**config.mk**
```make
export PLATFORM = sky130hd
export DESIGN_NAME = puf_race_launcher
export DESIGN_NICKNAME = d
export VERILOG_FILES = /design/src/rtl/puf_launch_pkg.sv /design/src/rtl/puf_launch_cnt.sv /design/src/rtl/puf_race_launcher.sv
export SDC_FILE = /design/constraint.sdc
export NUM_CORES = 1
export LEC_CHECK = 0
export ABC_CLOCK_PERIOD_IN_PS = 2600
export CORE_MARGIN = 2
export CORE_UTILIZATION = 48
export DETAILED_ROUTE_END_ITERATION = 7
export HOLD_SLACK_MARGIN = 0.06
export PLACE_DENSITY = 0.7
export SLEW_MARGIN = 20
export SYNTH_ARGS = -nofsm -noshare
export SYNTH_HDL_FRONTEND = slang
export SYNTH_HIERARCHICAL = 1
export SYNTH_SLANG_ARGS = --single-unit
export TNS_END_PERCENT = 10
```
**constraint.sdc**
```tcl
create_clock -name clk -period 2.6 [get_ports clk]
set_input_delay 0.39 -clock clk [delete_from_list [all_inputs] [get_ports clk]]
set_output_delay 0.39 -clock clk [all_outputs]
set_load 0.005 [all_outputs]
```
**src/rtl/puf_launch_pkg.sv**
```systemverilog
// rtl/puf_launch_pkg.sv - FSM states, default sizing and lead encoding for the PUF race launcher
package puf_launch_pkg;

  typedef enum logic [2:0] {
    ST_IDLE,
    ST_LAG,
    ST_SETTLE,
    ST_SAMPLE,
    ST_RELEASE,
    ST_DONE
  } state_t;

  localparam int DEF_DLY_W    = 4;
  localparam int DEF_REP_W    = 5;
  localparam int DEF_SETTLE   = 4;
  localparam int DEF_LOW_HOLD = 2;

  localparam logic LEAD_A = 1'b0;
  localparam logic LEAD_B = 1'b1;

  // One shared interval counter must hold skew-1, SETTLE-1 and LOW_HOLD-1.
  function automatic int cnt_width(input int dly_w, input int settle, input int low_hold);
    int w;
    w = (dly_w > 1) ? dly_w : 1;
    if ($clog2(settle) > w) w = $clog2(settle);
    if ($clog2(low_hold) > w) w = $clog2(low_hold);
    return w;
  endfunction

endpackage

```
**src/rtl/puf_launch_cnt.sv**
```systemverilog
// rtl/puf_launch_cnt.sv - loadable down-counter with zero flag, shared by the LAG/SETTLE/RELEASE intervals
module puf_launch_cnt #(
  parameter int W = 4
) (
  input  logic         clk,
  input  logic         rst,
  input  logic         load,
  input  logic [W-1:0] load_val,
  input  logic         dec,
  output logic         zero
);

  logic [W-1:0] cnt;

  always_ff @(posedge clk) begin
    if (rst) begin
      cnt <= '0;
    end else if (load) begin
      cnt <= load_val;
    end else if (dec && (cnt != '0)) begin
      cnt <= cnt - W'(1);
    end
  end

  assign zero = (cnt == '0);

endmodule

```
**src/rtl/puf_race_launcher.sv**
```systemverilog
// rtl/puf_race_launcher.sv - PUF race-line launch FSM with majority vote; PUF_LAUNCH_ABORT_EN adds an abort input
module puf_race_launcher
  import puf_launch_pkg::*;
#(
  parameter int DLY_W    = DEF_DLY_W,
  parameter int REP_W    = DEF_REP_W,
  parameter int SETTLE   = DEF_SETTLE,
  parameter int LOW_HOLD = DEF_LOW_HOLD
) (
  input  logic             clk,
  input  logic             rst,
  input  logic             start,
  input  logic [DLY_W-1:0] skew,
  input  logic             lead_b,
  input  logic [REP_W-1:0] reps,
  input  logic             arb_in,
`ifdef PUF_LAUNCH_ABORT_EN
  input  logic             abort,
`endif
  output logic             launch_a,
  output logic             launch_b,
  output logic             busy,
  output logic             done,
  output logic             result,
  output logic [REP_W-1:0] ones_cnt
);

  localparam int CNT_W = cnt_width(DLY_W, SETTLE, LOW_HOLD);
  localparam logic [CNT_W-1:0] SETTLE_LD = CNT_W'(SETTLE - 1);
  localparam logic [CNT_W-1:0] LOW_LD    = CNT_W'(LOW_HOLD - 1);

  state_t             state_q, state_d;
  logic [DLY_W-1:0]   skew_q;
  logic               lead_q;
  logic [REP_W-1:0]   reps_q, trial_q;
  logic               aborted_q, abort_req, abort_hit, stop, relaunch, accept;
  logic               cnt_load, cnt_dec, cnt_zero, sample_en, a_d, b_d;
  logic [CNT_W-1:0]   cnt_val;

`ifdef PUF_LAUNCH_ABORT_EN
  assign abort_req = abort && (state_q inside {ST_LAG, ST_SETTLE, ST_SAMPLE, ST_RELEASE});
`else
  assign abort_req = 1'b0;
`endif
  // An abort already in RELEASE only marks the run; the lines are low there anyway.
  assign abort_hit = abort_req && (state_q inside {ST_LAG, ST_SETTLE, ST_SAMPLE});
  assign stop      = aborted_q || abort_req;
  assign relaunch  = (trial_q < reps_q) && !stop;
  assign accept    = (state_q == ST_IDLE) && start;
  assign busy      = (state_q != ST_IDLE);
  assign done      = (state_q == ST_DONE);

  puf_launch_cnt #(.W(CNT_W)) u_cnt (
    .clk      (clk),
    .rst      (rst),
    .load     (cnt_load),
    .load_val (cnt_val),
    .dec      (cnt_dec),
    .zero     (cnt_zero)
  );

  always_ff @(posedge clk) begin
    if (rst) state_q <= ST_IDLE;
    else     state_q <= state_d;
  end

  always_comb begin
    state_d = state_q;
    case (state_q)
      ST_IDLE:    if (start) state_d = (skew == '0) ? ST_SETTLE : ST_LAG;
      ST_LAG:     if (cnt_zero) state_d = ST_SETTLE;
      ST_SETTLE:  if (cnt_zero) state_d = ST_SAMPLE;
      ST_SAMPLE:  state_d = ST_RELEASE;
      ST_RELEASE: if (cnt_zero) state_d = !relaunch ? ST_DONE : (skew_q == '0) ? ST_SETTLE : ST_LAG;
      ST_DONE:    state_d = ST_IDLE;
      default:    state_d = ST_IDLE;
    endcase
    if (abort_hit) state_d = ST_RELEASE;
  end

  // Zero skew skips LAG entirely: both lines rise together and SETTLE is loaded directly.
  always_comb begin
    cnt_load  = 1'b0;
    cnt_val   = '0;
    cnt_dec   = 1'b0;
    sample_en = 1'b0;
    a_d       = launch_a;
    b_d       = launch_b;
    case (state_q)
      ST_IDLE: if (start) begin
        cnt_load   = 1'b1;
        cnt_val    = (skew == '0) ? SETTLE_LD : CNT_W'(skew) - CNT_W'(1);
        {a_d, b_d} = (skew == '0) ? 2'b11 : (lead_b == LEAD_B) ? 2'b01 : 2'b10;
      end
      ST_LAG: if (cnt_zero) begin
        cnt_load   = 1'b1;
        cnt_val    = SETTLE_LD;
        {a_d, b_d} = 2'b11;
      end else begin
        cnt_dec = 1'b1;
      end
      ST_SETTLE: cnt_dec = !cnt_zero;
      ST_SAMPLE: begin
        sample_en  = 1'b1;
        cnt_load   = 1'b1;
        cnt_val    = LOW_LD;
        {a_d, b_d} = 2'b00;
      end
      ST_RELEASE: if (!cnt_zero) begin
        cnt_dec = 1'b1;
      end else if (relaunch) begin
        cnt_load   = 1'b1;
        cnt_val    = (skew_q == '0) ? SETTLE_LD : CNT_W'(skew_q) - CNT_W'(1);
        {a_d, b_d} = (skew_q == '0) ? 2'b11 : (lead_q == LEAD_B) ? 2'b01 : 2'b10;
      end
      default: ;
    endcase
    if (abort_hit) begin
      cnt_load   = 1'b1;
      cnt_val    = LOW_LD;
      cnt_dec    = 1'b0;
      sample_en  = 1'b0;
      {a_d, b_d} = 2'b00;
    end
  end

  always_ff @(posedge clk) begin
    if (rst) begin
      launch_a  <= 1'b0;
      launch_b  <= 1'b0;
      result    <= 1'b0;
      ones_cnt  <= '0;
      trial_q   <= '0;
      skew_q    <= '0;
      lead_q    <= LEAD_A;
      reps_q    <= '0;
      aborted_q <= 1'b0;
    end else begin
      launch_a <= a_d;
      launch_b <= b_d;
      if (accept) begin
        skew_q    <= skew;
        lead_q    <= lead_b;
        reps_q    <= (reps == '0) ? REP_W'(1) : reps;
        trial_q   <= '0;
        ones_cnt  <= '0;
        aborted_q <= 1'b0;
        result    <= 1'b0;
      end
      if (sample_en) begin
        trial_q <= trial_q + REP_W'(1);
        if (arb_in) ones_cnt <= ones_cnt + REP_W'(1);
      end
      if (abort_req) aborted_q <= 1'b1;
      if ((state_q == ST_RELEASE) && (state_d == ST_DONE))
        result <= !stop && ({ones_cnt, 1'b0} > {1'b0, reps_q});
    end
  end

endmodule
```
### After elaboration in Yosys (flattened, before gate mapping)

Cells that the tools add are included.

| word-level totals | value |
|---|---|
| logic and storage cells | 90 |
| output and inout port bits | 10 |
| input bits | 14 |
| register bits after elaboration | 30 |

| cells by class | value |
|---|---|
| multiplexer cells | 46 |
| eq/ne operators | 10 |
| reduce and logical (&&, ||, !) cells | 17 |
| $add $sub $neg | 5 |
| magnitude comparators | 2 |

Operator list:

| operator | count |
|---|---|
| two-way mux 5 bit | 6 |
| two-way mux 4 bit | 7 |
| case mux 4 bit (4 select lines) | 1 |
| two-way mux 1 bit | 15 |
| two-way mux 3 bit | 5 |
| case mux 3 bit (5 select lines) | 1 |
| two-way mux 2 bit | 7 |
| zero test 4 bit | 3 |
| case mux 1 bit (4 select lines) | 3 |
| subtractor 4 x 1 -> 4 bit, second input constant | 3 |
| adder 5 x 1 -> 5 bit, second input constant | 2 |
| equality test 3 bit, second input constant | 3 |
| != test 2 bit, second input constant | 4 |
| nonzero test 4 bit | 2 |
| equality test 3 x 2 -> 1 bit, second input constant | 2 |
| greater-than comparator 6 x 5 -> 1 bit | 1 |
| nonzero test 2 bit | 3 |
| zero test 5 bit | 1 |
| < comparator 5 bit | 1 |
| AND reduction 5 bit | 1 |
| equality test 3 x 1 -> 1 bit, second input constant | 1 |
| logical AND 1 bit | 3 |
| zero test 3 bit | 1 |
| nonzero test 3 bit | 1 |
| other kinds (3) | 3 |

### Longest topological paths before layout

| logic depth | value |
|---|---|
| depth in word-level cells | 8 |
| depth in mapped cells | 12 |
| gate-level depth less buffers | 11 |

### Hierarchy

The synthesis kept the hierarchy.

By module, submodules not included:

| module | instances | area each (µm²) | cells an instance | sequential area each (µm²) |
|---|---|---|---|---|
| puf_race_launcher | 1 | 1674.1 | 214 | 520.5 |
| puf_launch_cnt | 1 | 262.8 | 29 | 80.1 |

### Least setup slack after synthesis

No wires, ideal clock.

| timing path | value |
|---|---|
| path kind | register to register |
| from | reg u_cnt.cnt[1] |
| to | reg u_cnt.cnt[1] |
| setup slack | 0.272 ns |
| path buffers | 1 |
| clock period less this slack | 2.328 ns |
| required time | 2.478 ns |
| library setup time | 0.122 ns |
| arrival time | 2.205 ns |
| stages on the path, launching flop included | 12 |
| cell sequence | dfxtp_1 inv_1 ha_1 or3b_4 inv_1 clkbuf_1 or2_1 a22oi_1 a2bb2oi_2 inv_1 nor3_1 a311o_1 |

| on the way | value |
|---|---|
| elaborated cells on any way between the ends | 16 |
| classes of those cells | add/sub (1); mux (10); reduce/logical (5) |

RTL lines:

| element | RTL line | RTL |
|---|---|---|
| start, declared | puf_launch_cnt.sv:13 | `logic [W-1:0] cnt;` |
| start signal, assigned | puf_launch_cnt.sv:19 | `cnt <= load_val;` |
| start signal, assigned | puf_launch_cnt.sv:21 | `cnt <= cnt - W'(1);` |
| zero test 4 bit * | puf_launch_cnt.sv:25 | `assign zero = (cnt == '0);` |
| net cnt_zero | puf_race_launcher.sv:37 | `logic cnt_load, cnt_dec, cnt_zero, sample_en, a_d, b_d;` |
| two-way mux 1 bit (on tied branches) | puf_race_launcher.sv:109, puf_race_launcher.sv:95 |  |
| case mux 1 bit (4 select lines) * | puf_race_launcher.sv:89 | `case (state_q)` |
| net cnt_load | puf_race_launcher.sv:37 |  |
| two-way mux 4 bit or nonzero test 2 bit (tied branches) | - |  |

Mark *: on every way through the listed nets, which the timed path passes. The rest lies on a longest branch. The select of a mux whose other input is x is not followed.
A chain may end at the register's enable or synchronous reset.

### Worst setup path after layout

Same ends and word-level chain as after synthesis.

==> impl_metrics.py <==
metrics = {
    "run_status": {
        "status": "finished, final reports clean",
    },
    "global_routing": {
        "use_met1": 0.302,
        "track_usage": 0.210,
        "grtUsageMet3": 0.0400,
        "grt_max_degree": 18,
        "met2_usage": 0.305,
        "grt_pass1_wl_mm": 7.14,
        "grt_pass1_vias": 1491,
        "overflow": 0,
        "grt.busiest_layer": "met2",
        "antenna_found_initial": 0,
    },
    "die": {
        "die_h_um": 67.5,
        "die_area_sq_um": 4560,
        "fp-row-count": 23,
        "start_util": 0.491,
        "core_area_sq_um": 3940,
        "pin_count": 24,
        "die_w_um": 67.5,
    },
    "drt": {
        "drt-wirelength-per-cell_um": 13.6,
        "wl_mm": 4.35,
        "drc": 0,
        "dr.pass1.iters": 5,
        "vias": 1790,
        "drtIter0Drc": 56,
        "vias_per_cell": 5.58,
        "antenna_left": 0,
    },
    "synth": {
        "ys_types": 56,
        "yosys.area.top_type": "dfxtp_1",
        "synthSimpleGateAreaFrac": 0.264,
        "synth_nets": 272,
        "synth_top_family_by_area": "simple AND/OR/NAND/NOR gates",
        "synth_compound_area_frac": 0.220,
        "ys_warn_count": 6,
        "syn_area_sq_um": 1940,
        "synth_xor_xnor_area_share": 0.0181,
        "ys_ff_latch": 30,
        "yosys.area_share.adder": 0.0969,
        "synth-main-ff-cell": "dfxtp_1",
        "synth.most_common_cell": "nand2_1",
        "synth_enable_flop_cells": 0,
        "synth_area_leaders": "dfxtp_1 31%, ha_1 9.7%, a21oi_1 7.2%",
        "async_flop_share": 0,
        "yosys-top-cells-count": "33 x nand2_1, 30 x dfxtp_1, 28 x a21oi_1",
        "synthMuxAreaShare": 0.0271,
        "yosysTopAreaCellShare": 0.310,
        "ys_seq_area_frac": 0.310,
        "netlist_instances": 243,
        "syn_area_per_cell_sq_um": 7.97,
    },
    "worst_setup_path": {
        "worst_path_max_delay_cell": "dfxtp_1",
        "worstPathCellList": "inv_1 -> ha_1 -> or3b_4 -> clkinvlp_4 -> or2_1 -> a22oi_1 -> a2bb2oi_2 -> inv_1 -> nand2_1 -> nor2_1 -> a311o_1",
        "crit_type": "reg2reg",
        "worst-path-max-fanout": 6,
        "worstSetupEndpointType": "flop",
        "r2r_cells": 11,
        "crit_path_frequent_cell": "inv_1",
        "required_ps": 2780,
        "cp-start-kind": "flop",
        "r2r-start": "u_cnt/cnt[1]",
        "reg2reg_slack_ps": 160,
        "r2r_end": "u_cnt/cnt[1]",
        "max_stage_delay_ps": 340,
        "crit_arrival_ps": 2620,
    },
    "sta": {
        "hold_violations": 0,
        "fmax_mhz": 410,
        "skew_ps": 5.69,
        "setup_viol": 0,
        "grt_setup_unrepaired": "no",
        "setup-tns-final_ps": 0,
        "tightest_slew_ps": 763,
        "min_period_ps": 2440,
        "fin_crit_sh": 0.939,
        "relSlewSlack": 0.490,
        "slew_viol_final": 0,
    },
    "layout": {
        "drive_above_1_share": 0.0996,
        "multi_input_area_sq_um": 1210,
        "regArea_sq_um": 601,
        "area.growth.synth_to_final_pct": 19.4,
        "fillers": 357,
        "utilization": 0.586,
        "num-nets-final": 300,
        "antenna_cells": 0,
    },
    "cts": {
        "cts_root_buffer": "clkbuf_8",
        "clkTransAtPathRegs_ps": 60,
        "cts.sinks": 30,
        "cts_buffers": 5,
        "cts.path.max_buffers": 2,
        "h-tree-depth": 2,
        "cts_tree": "yes",
        "clk_latency_ps": 290,
    },
    "hold_path": {
        "holdPathStages": 2,
        "holdCritPathClass": "reg2reg",
        "hold_end": "reps_q[1]",
        "min_from": "reps_q[1]",
    },
    "power": {
        "p_leak_nw": 0.900,
        "power.density_nw_per_um2": 904,
        "vdd_drop_max_v": 0.000433,
    },
    "placement": {
        "place_congestion": 0.894,
        "hpwl_mm": 3.25,
        "io_buffers": 23,
    },
    "flow_run": {
        "maxCapViolCount": 0,
    },
}
repair_timing:
item / CTS / global route
endpoints found under the setup margin: 0 / 4
setup buffers: 0 / 3
hold endpoints to repair: 0 / 0
resized for setup: 0 / 2
hold buffers: 0 / 0
cell usage in the layout, fill, tap and decap left out, types with 2 or more instances in the layout:
cell type	netlist	routed
nor2_1	25	25
nand4_1	2	2
nor4_1	2	2
a311oi_1	5	5
inv_1	16	14
o21ai_1	2	2
o21a_1	2	2
clkdlybuf4s50_1	0	23
nand4b_1	2	2
clkbuf_8	0	5
dfxtp_1	30	30
nand3_1	6	6
mux2i_1	3	3
xnor2_1	4	4
a21o_1	3	3
ha_1	15	15
o32ai_1	2	2
a21oi_1	28	28
nor3_1	9	9
buf_4	1	9
o21ai_0	5	5
nor2b_1	6	6
or3_1	2	2
nand2_1	33	33
clkbuf_1	3	2
layer usage:
layer | up-vias | share of wire
met5 | - | 0
met4 | 0 | 0.017
met3 | 7 | 0.041
met2 | 43 | 0.44
met1 | 825 | 0.51
li1 | 915 | -
per-stage QoR:
stage | cells | instance area [sq um] | hold WS (ps) | total power [W] | setup WS, ps
floorplan | 243 | 1940 | 436 | 0.00141 | 272
global placement | 311 | 2210 | 445 | 0.00164 | 227
detailed placement | 311 | 2210 | 447 | 0.00165 | 128
CTS | 318 | 2290 | 456 | 0.00201 | 102
global route | 321 | 2310 | 479 | 0.00225 | 9.25
finish | 321 | 2310 | 455 | 0.00209 | 159
sequential cells by signal, indices dropped and copies added (netlist names), 3 cells and up:
| register | flops |
|---|---|
| ones_cnt | 5 |
| reps_q | 5 |
| trial_q | 5 |
| skew_q | 4 |
| u_cnt/cnt | 4 |
| state_q | 3 |
cell type report:
cell class	count	share of cell area
Inverter	16	0.0276
Tap cell	50	0.0271
Sequential cell	30	0.260
Clock buffer	7	0.0330
Multi-Input combinational cell	186	0.524
Timing Repair Buffer	32	0.129
report_power, final:
part	internal (W)	total, W	switching (W)
registers	0.000551	0.000646	0.0000945
clock network	0.000184	0.000360	0.000176
logic	0.000503	0.00108	0.000581
total	0.00124	0.00209	0.000852
worst max-delay path by stage:
| stage | start | end | slack, ps |
|---|---|---|---|
| after floorplan | u_cnt/cnt[1] | u_cnt/cnt[1] | 270 |
| after global placement | u_cnt/cnt[1] | u_cnt/cnt[1] | 230 |
| after detailed placement | u_cnt/cnt[1] | u_cnt/cnt[1] | 130 |
| after CTS | u_cnt/cnt[1] | u_cnt/cnt[1] | 100 |
| after global routing | u_cnt/cnt[0] | u_cnt/cnt[1] | 9 |
| final | u_cnt/cnt[1] | u_cnt/cnt[1] | 160 |
critical path, delay by kind of cell (launching register included):
kind	cells	cell delay, ps
AND/OR/NAND/NOR	4	700
adder cells (fa/ha/maj)	1	230
flip-flops	1	340
buffers and inverters	3	350
AO/OA/AOI/OAI	3	720
cell families (layout without fill, tap and decap cells):
kind of cell / after synthesis / count (layout)
AND/OR/NAND/NOR: 101 / 101
flip-flops: 30 / 30
multiplexers: 5 / 5
adder cells (fa/ha/maj): 15 / 15
AO/OA/AOI/OAI: 61 / 61
XOR/XNOR: 4 / 4
buffers and inverters: 27 / 55
Power figures use the tool's default switching activity.
